`src/rtl/tt_um_serial_subtractor.sv`:
```
// Bit-serial 4-bit subtractor (A - B), one bit per clock, LSB first, with a
// start/busy/done handshake on the standard TinyTapeout user-macro pins.
module tt_um_serial_subtractor (
  input  logic [7:0] ui_in,
  output logic [7:0] uo_out,
  input  logic [7:0] uio_in,
  output logic [7:0] uio_out,
  output logic [7:0] uio_oe,
  input  logic       ena,
  input  logic       clk,
  input  logic       rst_n
);

  typedef enum logic [1:0] {
    IDLE  = 2'd0,
    SHIFT = 2'd1,
    DONE  = 2'd2
  } state_t;

  state_t     state_q, state_d;
  logic       start_q, start_d;
  logic [3:0] a_sr_q, a_sr_d;
  logic [3:0] b_sr_q, b_sr_d;
  logic [3:0] d_sr_q, d_sr_d;
  logic       bw_q, bw_d;
  logic [1:0] cnt_q, cnt_d;
  logic [3:0] res_d_q, res_d_d;
  logic       res_bw_q, res_bw_d;
  logic       res_z_q, res_z_d;

  logic       start_rise;
  logic       a0, b0, diff_bit, bw_next;
  logic [3:0] d_shifted;

  logic       unused_ok;
  assign unused_ok = &{1'b0, uio_in[7:1]};

  always_ff @(posedge clk or negedge rst_n) begin
    if (!rst_n) begin
      state_q  <= IDLE;
      start_q  <= 1'b0;
      a_sr_q   <= '0;
      b_sr_q   <= '0;
      d_sr_q   <= '0;
      bw_q     <= 1'b0;
      cnt_q    <= '0;
      res_d_q  <= '0;
      res_bw_q <= 1'b0;
      res_z_q  <= 1'b0;
    end else begin
      state_q  <= state_d;
      start_q  <= start_d;
      a_sr_q   <= a_sr_d;
      b_sr_q   <= b_sr_d;
      d_sr_q   <= d_sr_d;
      bw_q     <= bw_d;
      cnt_q    <= cnt_d;
      res_d_q  <= res_d_d;
      res_bw_q <= res_bw_d;
      res_z_q  <= res_z_d;
    end
  end

  always_comb begin
    state_d    = state_q;
    start_d    = start_q;
    a_sr_d     = a_sr_q;
    b_sr_d     = b_sr_q;
    d_sr_d     = d_sr_q;
    bw_d       = bw_q;
    cnt_d      = cnt_q;
    res_d_d    = res_d_q;
    res_bw_d   = res_bw_q;
    res_z_d    = res_z_q;

    start_rise = uio_in[0] & ~start_q;
    a0         = a_sr_q[0];
    b0         = b_sr_q[0];
    diff_bit   = a0 ^ b0 ^ bw_q;
    bw_next    = (~a0 & b0) | (~(a0 ^ b0) & bw_q);
    d_shifted  = {diff_bit, d_sr_q[3:1]};

    // ena low freezes everything, including the start edge detector.
    if (ena) begin
      start_d = uio_in[0];
      case (state_q)
        IDLE, DONE: begin
          if (start_rise) begin
            state_d = SHIFT;
            a_sr_d  = ui_in[3:0];
            b_sr_d  = ui_in[7:4];
            bw_d    = 1'b0;
            cnt_d   = '0;
            d_sr_d  = '0;
          end
        end
        SHIFT: begin
          d_sr_d = d_shifted;
          a_sr_d = {1'b0, a_sr_q[3:1]};
          b_sr_d = {1'b0, b_sr_q[3:1]};
          bw_d   = bw_next;
          cnt_d  = cnt_q + 2'd1;
          if (cnt_q == 2'd3) begin
            state_d  = DONE;
            res_d_d  = d_shifted;
            res_bw_d = bw_next;
            res_z_d  = (d_shifted == 4'd0) & ~bw_next;
          end
        end
        default: state_d = IDLE;
      endcase
    end
  end

  assign uo_out  = {2'b00, res_z_q, res_bw_q, res_d_q};
  assign uio_out = {5'b00000, (state_q == DONE), (state_q == SHIFT), 1'b0};
  assign uio_oe  = 8'b1111_1110;

endmodule
```
`config.mk`:
```
export PLATFORM = sky130hd
export DESIGN_NAME = tt_um_serial_subtractor
export DESIGN_NICKNAME = d
export VERILOG_FILES = /design/src/rtl/tt_um_serial_subtractor.sv
export SDC_FILE = /design/constraint.sdc
export NUM_CORES = 1
export LEC_CHECK = 0
export BUFFER_PORTS_ARGS = -buffer_cell sky130_fd_sc_hd__buf_4
export CORE_ASPECT_RATIO = 1.25
export CORE_MARGIN = 3
export CORE_UTILIZATION = 52
export CTS_CLUSTER_DIAMETER = 120
export DETAILED_ROUTE_END_ITERATION = 10
export PLACE_DENSITY = 0.82
export SYNTH_ARGS = -nofsm -noshare
export SYNTH_HDL_FRONTEND = slang
export SYNTH_SLANG_ARGS = --single-unit
```
`constraint.sdc`:
```
create_clock -name clk -period 2.6 [get_ports clk]
set_input_delay 0.52 -clock clk [delete_from_list [all_inputs] [get_ports clk]]
set_output_delay 0.52 -clock clk [all_outputs]
set_load 0.005 [all_outputs]
```
* Yosys cells after proc, flatten, opt, wreduce, memory -nomap -nowiden
Index checks and enable logic that the tools add are counted.
Widths: inputs -> output; s select.
** Storage, ports and cells
- Register bits :: 24
- Input bits :: 19
- Output and inout bits :: 24
- Word-level logic and storage cells :: 47
** Operators by class
- $add $sub $neg :: 1
- Equal/unequal tests :: 5
- Multiplexer cells :: 13
- Bitwise gates (word level) :: 11
- Reductions and logical operators :: 7
** Operator list (number)
- $pmux 4 s2 :: 3
- $mux 4 :: 3
- $reduce_and 3->1 :: 3
- $pmux 2 s2 :: 2
- $mux 2 :: 3
- $and 1x1->1 :: 4
- $eq 2x2->1 const B :: 2
- $logic_not 4->1 :: 1
- $not 1->1 :: 4
- $add 2x1->2 const B :: 1
- $eq 2x1->1 const B :: 1
- $logic_not 2->1 :: 1
- $ne 2x1->1 const B :: 1
- $ne 2x2->1 const B :: 1
- $pmux 1 s2 :: 1
- $reduce_bool 2->1 :: 1
- $reduce_or 2->1 :: 1
- $xor 1x1->1 :: 2
- $mux 1 :: 1
- $or 1x1->1 :: 1

* Depth between registers and ports, before layout
- Depth in word-level cells :: 6
- Mapped depth :: 5
- Gate-level depth less buffers :: 5

* Worst setup path after synthesis
OpenSTA, ideal clock, no wires.
- Kind :: input to register
- Start :: input ena
- End :: register a_sr_q[1]
- Setup time :: 125 ps
- Data arrival time :: 1392 ps
- Required time :: 2475 ps
- Setup slack :: 1083 ps
- Cell stages on the path :: 5
- Buffers on the path :: 2
- Cells stage by stage :: buf_4 > nand3b_2 > o21ai_2 > buf_6 > mux2_4
** Between the ends
- Word-level cells in the longest chain between the ends :: 1
** Ends and longest elaborated chain
- from (decl) :: line 9 : input logic ena,
- $reduce_and 3->1 (no line)
- to (signal assigned) :: line 53 : a_sr_q <= a_sr_d;
- to (decl) :: line 22 : logic [3:0] a_sr_q, a_sr_d;
No other way between the ends.
A chain may end at the register's enable or synchronous reset.

* Final worst setup path
- Start :: register state_q[0]
- End :: output uio_out[1]
** Between the ends
- Word-level cells in the longest chain between the ends :: 1
** Ends and longest elaborated chain
- from (decl) :: line 20 : state_t state_q, state_d;
- from (signal assigned) :: line 51 : state_q <= state_d;
- $eq 2x1->1 :: line 116 : assign uio_out = {5'b00000, (state_q == DONE), (state_q == SHIFT), 1'b0};
- to (decl) :: line 7 : output logic [7:0] uio_out,
No other way between the ends.

==> implementation parameters <==
Parameter                              Value

Outcome
  Status ... finished, final reports clean

Clock tree
  Cts repair resizes ... 0
  Number of buffers inserted by post-CTS setup repair ... 0
  Clock slew at the register clock pins of the worst setup and hold paths ... 0.12 ns
  Number of clock sinks ... 23
  Insertion delay to the later sink of the worst-skew pair ... roughly 0.30 ns
  Maximum level of the CTS H-tree ... 1
  Bufs on Longest Clock Path ... 2
  CTS Root Buffer Type ... sky130_fd_sc_hd__clkbuf_4
  CTS tree ... done
  Number of buffers added to fix hold violations after cts ... 0
  Number of CTS-inserted buffers ... 3

Floorplan
  Width of the die ... roughly 50 µm
  Height of the die ... 60.8 µm
  Area enclosed by the die boundary ... between 3000 and 4000 µm²
  Core region area ... between 2000 and 2500 µm²
  Row count ... 19
  I/O pin cnt ... 43
  Effective utilization at floorplan ... a little under three fifths

Setup path
  Crit start category ... flop
  Crit-path max cell delay ... a little under 0.6 ns
  Cell family contributing the most delay on the critical path ... simple AND/OR/NAND/NOR gates
  Maximum fanout encountered on the critical timing path ... 11
  Buf+Inv Stages, Crit Path ... 1
  Type of element capturing the critical path ... output pin
  Cell with the largest stage delay on the worst path ... sky130_fd_sc_hd__nor2b_2
  Type of the worst setup path ... reg -> out
  Crit-path cells ... nor2b_2 -> buf_4
  CP arrival ... around 1.7 ns
  Required @ worst endpoint ... 2.08 ns

Yosys
  Number of distinct library cells after synthesis ... 24
  Sequential cell area fraction in the yosys report ... between 40% and 50%
  Multiplexer fraction of the synthesized cell area ... between 10% and 20%
  Synthesized instance count ... 103
  Summed instance area of the synthesized netlist ... about 1200 µm²
  Total of flip-flops plus latches after synthesis ... 23
  Synth Area in Compound Gates ... 7.22%
  Syn Area/Cell ... between 10 and 15 µm²
  Warning count from the yosys run ... 0
  Dominant combinational cell family by area after synthesis ... multiplexers
  Area fraction in and, or, nand and nor cells after synthesis ... 8.83%
  Post-synthesis share of cell area spent on xor and xnor gates ... 0%
  Post-synthesis adder-cell area fraction ... 2.61%

Layout
  Synthesis-to-finish area growth ... 7.02%
  Area occupied by registers ... between 500 and 600 µm²
  Layout cells sized above 1 ... a little over a third
  Final nets ... 140
  Top library cells by usage in the layout, fill and taps aside ... sky130_fd_sc_hd__dfrtp_1, sky130_fd_sc_hd__buf_4, sky130_fd_sc_hd__conb_1, sky130_fd_sc_hd__mux2_4, sky130_fd_sc_hd__o21ai_0
  Multi-input logic area ... between 500 and 600 µm²
  Most common cell after layout, fill and taps aside ... sky130_fd_sc_hd__dfrtp_1
  Fill cell total of the finished layout ... 194
  Non-filler instance count after layout ... 149
  Number of antenna repair diodes ... 0

Timing
  Headroom to the max-slew limit ... a little under three fifths
  Final total negative setup slack ... 0 ns
  Max-slew violation total from the final report ... 0
  Final critical path time including I/O delays and setup ... ~2.2 ns
  Top achievable clock speed ... between 400 and 500 MHz
  RSZ-0062 raised after global routing ... no
  Hold Violations, Final ... 0
  Post-route clock period utilization ... between 80 and 90%
  Count of endpoints failing setup in the final report ... 0
  Transition at the pin with the smallest max-transition slack ... ~0.67 ns
  Largest clock skew in the final design ... between 0.0007 and 0.0008 ns

Global routing
  Pin count of the biggest net entering global routing ... 24
  First-pass GRT wire length ... 3010 µm
  Global router's overall resource usage ... a little over an eighth
  Initial antenna violation count ... 0
  Vias in the first global route ... between 600 and 700
  Total gr overflow ... 0

Power
  Pleak ... 0.671 nW
  Worst IR Drop VDD ... around 800 µV
  Cell Pwr Density ... 1060 nW/µm²

Job
  Number of max-cap violations ... 0

Route
  Post-route ant nets ... 0
  Detailed Route Iter0 Violations ... 10
  DRC viols ... 0
  Total vias in the final route ... between 700 and 800
  Drt first pass iters ... 4
  Vias per cell ... ~5
  Final WL ... ~1800 µm
  Routed wire length per instance ... 12.1 µm

Place
  Post-Place Cells ... between 100 and 150
  Number of buffers inserted by port buffering ... 19
  Post-DP HPWL ... ~1400 µm
  RePlAce Congestion ... about 0.76

Worst hold path
  Worst hold path type ... in -> async
[registers in the layout (all words and copies together), names as in the netlist]
signal and count:
a_sr_q 4, b_sr_q 4, bw_q 1, cnt_q 2, d_sr_q 3, res_bw_q 1
res_d_q 4, res_z_q 1, start_q 1, state_q 2
[worst register-to-register path, cell delays in order, from the launching register on]
cell	delay, ns
sky130_fd_sc_hd__dfrtp_1	0.56
sky130_fd_sc_hd__nor2b_2	0.59
sky130_fd_sc_hd__mux2_2	0.40
sky130_fd_sc_hd__mux2_4	0.25
[path summary, 6_finish.rpt]
kind                            startpoint    endpoint  slack (ns)  cells after the start
max in group asynchronous            rst_n  res_d_q[0]        2.30                      1
worst min register to register  res_d_q[3]  res_d_q[3]        0.49                      2
worst max register to register  state_q[0]   a_sr_q[1]        0.70                      3
worst min-delay path                 rst_n   d_sr_q[3]        0.08                      1
min in group clk                 uio_in[0]     start_q        0.46                      2
worst max-delay path            state_q[0]  uio_out[1]        0.41                      2
[power by group]
part           switching, mW  total (mW)  internal, mW
Clock                  0.100       0.160        0.0599
Sequential             0.110       0.622         0.512
Combinational          0.254       0.630         0.376
[cells by family after synthesis]
| logic type | after synthesis |
|---|---|
| compound gates | 14 |
| fa+ha+maj | 2 |
| buf+inv | 26 |
| flops | 23 |
| mux | 19 |
| other cells | 2 |
| simple gates | 17 |
[synth_stat cells]
master / instances / area, µm²
sky130_fd_sc_hd__dfrtp_1: 23 / 576
sky130_fd_sc_hd__buf_4: 20 / 150
sky130_fd_sc_hd__mux2_4: 9 / 135
sky130_fd_sc_hd__o21ai_0: 9 / 45.0
sky130_fd_sc_hd__mux2_2: 7 / 78.8
sky130_fd_sc_hd__inv_1: 4 / 15.0
sky130_fd_sc_hd__nand2_1: 4 / 15.0
sky130_fd_sc_hd__nor2b_1: 4 / 25.0
sky130_fd_sc_hd__mux2i_1: 3 / 30.0
sky130_fd_sc_hd__nand3_1: 3 / 15.0
sky130_fd_sc_hd__buf_6: 2 / 22.5
sky130_fd_sc_hd__conb_1: 2 / 7.51
sky130_fd_sc_hd__nand3b_1: 2 / 15.0
sky130_fd_sc_hd__a21bo_2: 1 / 10.0
sky130_fd_sc_hd__a32o_1: 1 / 10.0
sky130_fd_sc_hd__fa_1: 1 / 20.0
sky130_fd_sc_hd__ha_1: 1 / 12.5
sky130_fd_sc_hd__nand3b_2: 1 / 11.3
sky130_fd_sc_hd__nand4b_2: 1 / 15.0
sky130_fd_sc_hd__nor2b_2: 1 / 8.76
sky130_fd_sc_hd__nor3_1: 1 / 5.00
sky130_fd_sc_hd__o21a_1: 1 / 7.51
sky130_fd_sc_hd__o21ai_2: 1 / 8.76
sky130_fd_sc_hd__o2bb2ai_1: 1 / 8.76
[cell type report]
| cell class | count | area share (%) |
|---|---|---|
| repair buffers | 19 | 10.7 |
| clock buffers | 4 | 1.97 |
| flip-flops and latches | 23 | 43.1 |
| well taps | 31 | 2.91 |
| inverters | 4 | 1.12 |
| multi-input cells | 68 | 40.2 |
[per-layer routing]
layer  vias up  share of wire [%]  track usage (%)
met5         -                  0                0
met4         0                2.3             8.30
met3         5                4.3             2.21
met2        21                 52             21.4
met1       367                 41             16.9
li1        345                  -                -
[metrics by stage]
stage	utilization [%]	hold WS, ns	area (µm²)	power, mW	worst slack [ns]
final	59.7	0.0779	1340	1.41	0.413
after CTS	59.7	0.0804	1340	1.43	0.410
after global routing	59.7	0.0824	1340	1.52	0.252
after floorplan	-	0.224	1300	1.15	1.08
after detailed placement	58.6	0.426	1310	1.27	0.729
after global placement	58.6	0.425	1310	1.24	0.740
(Power assumes the default switching activity.)
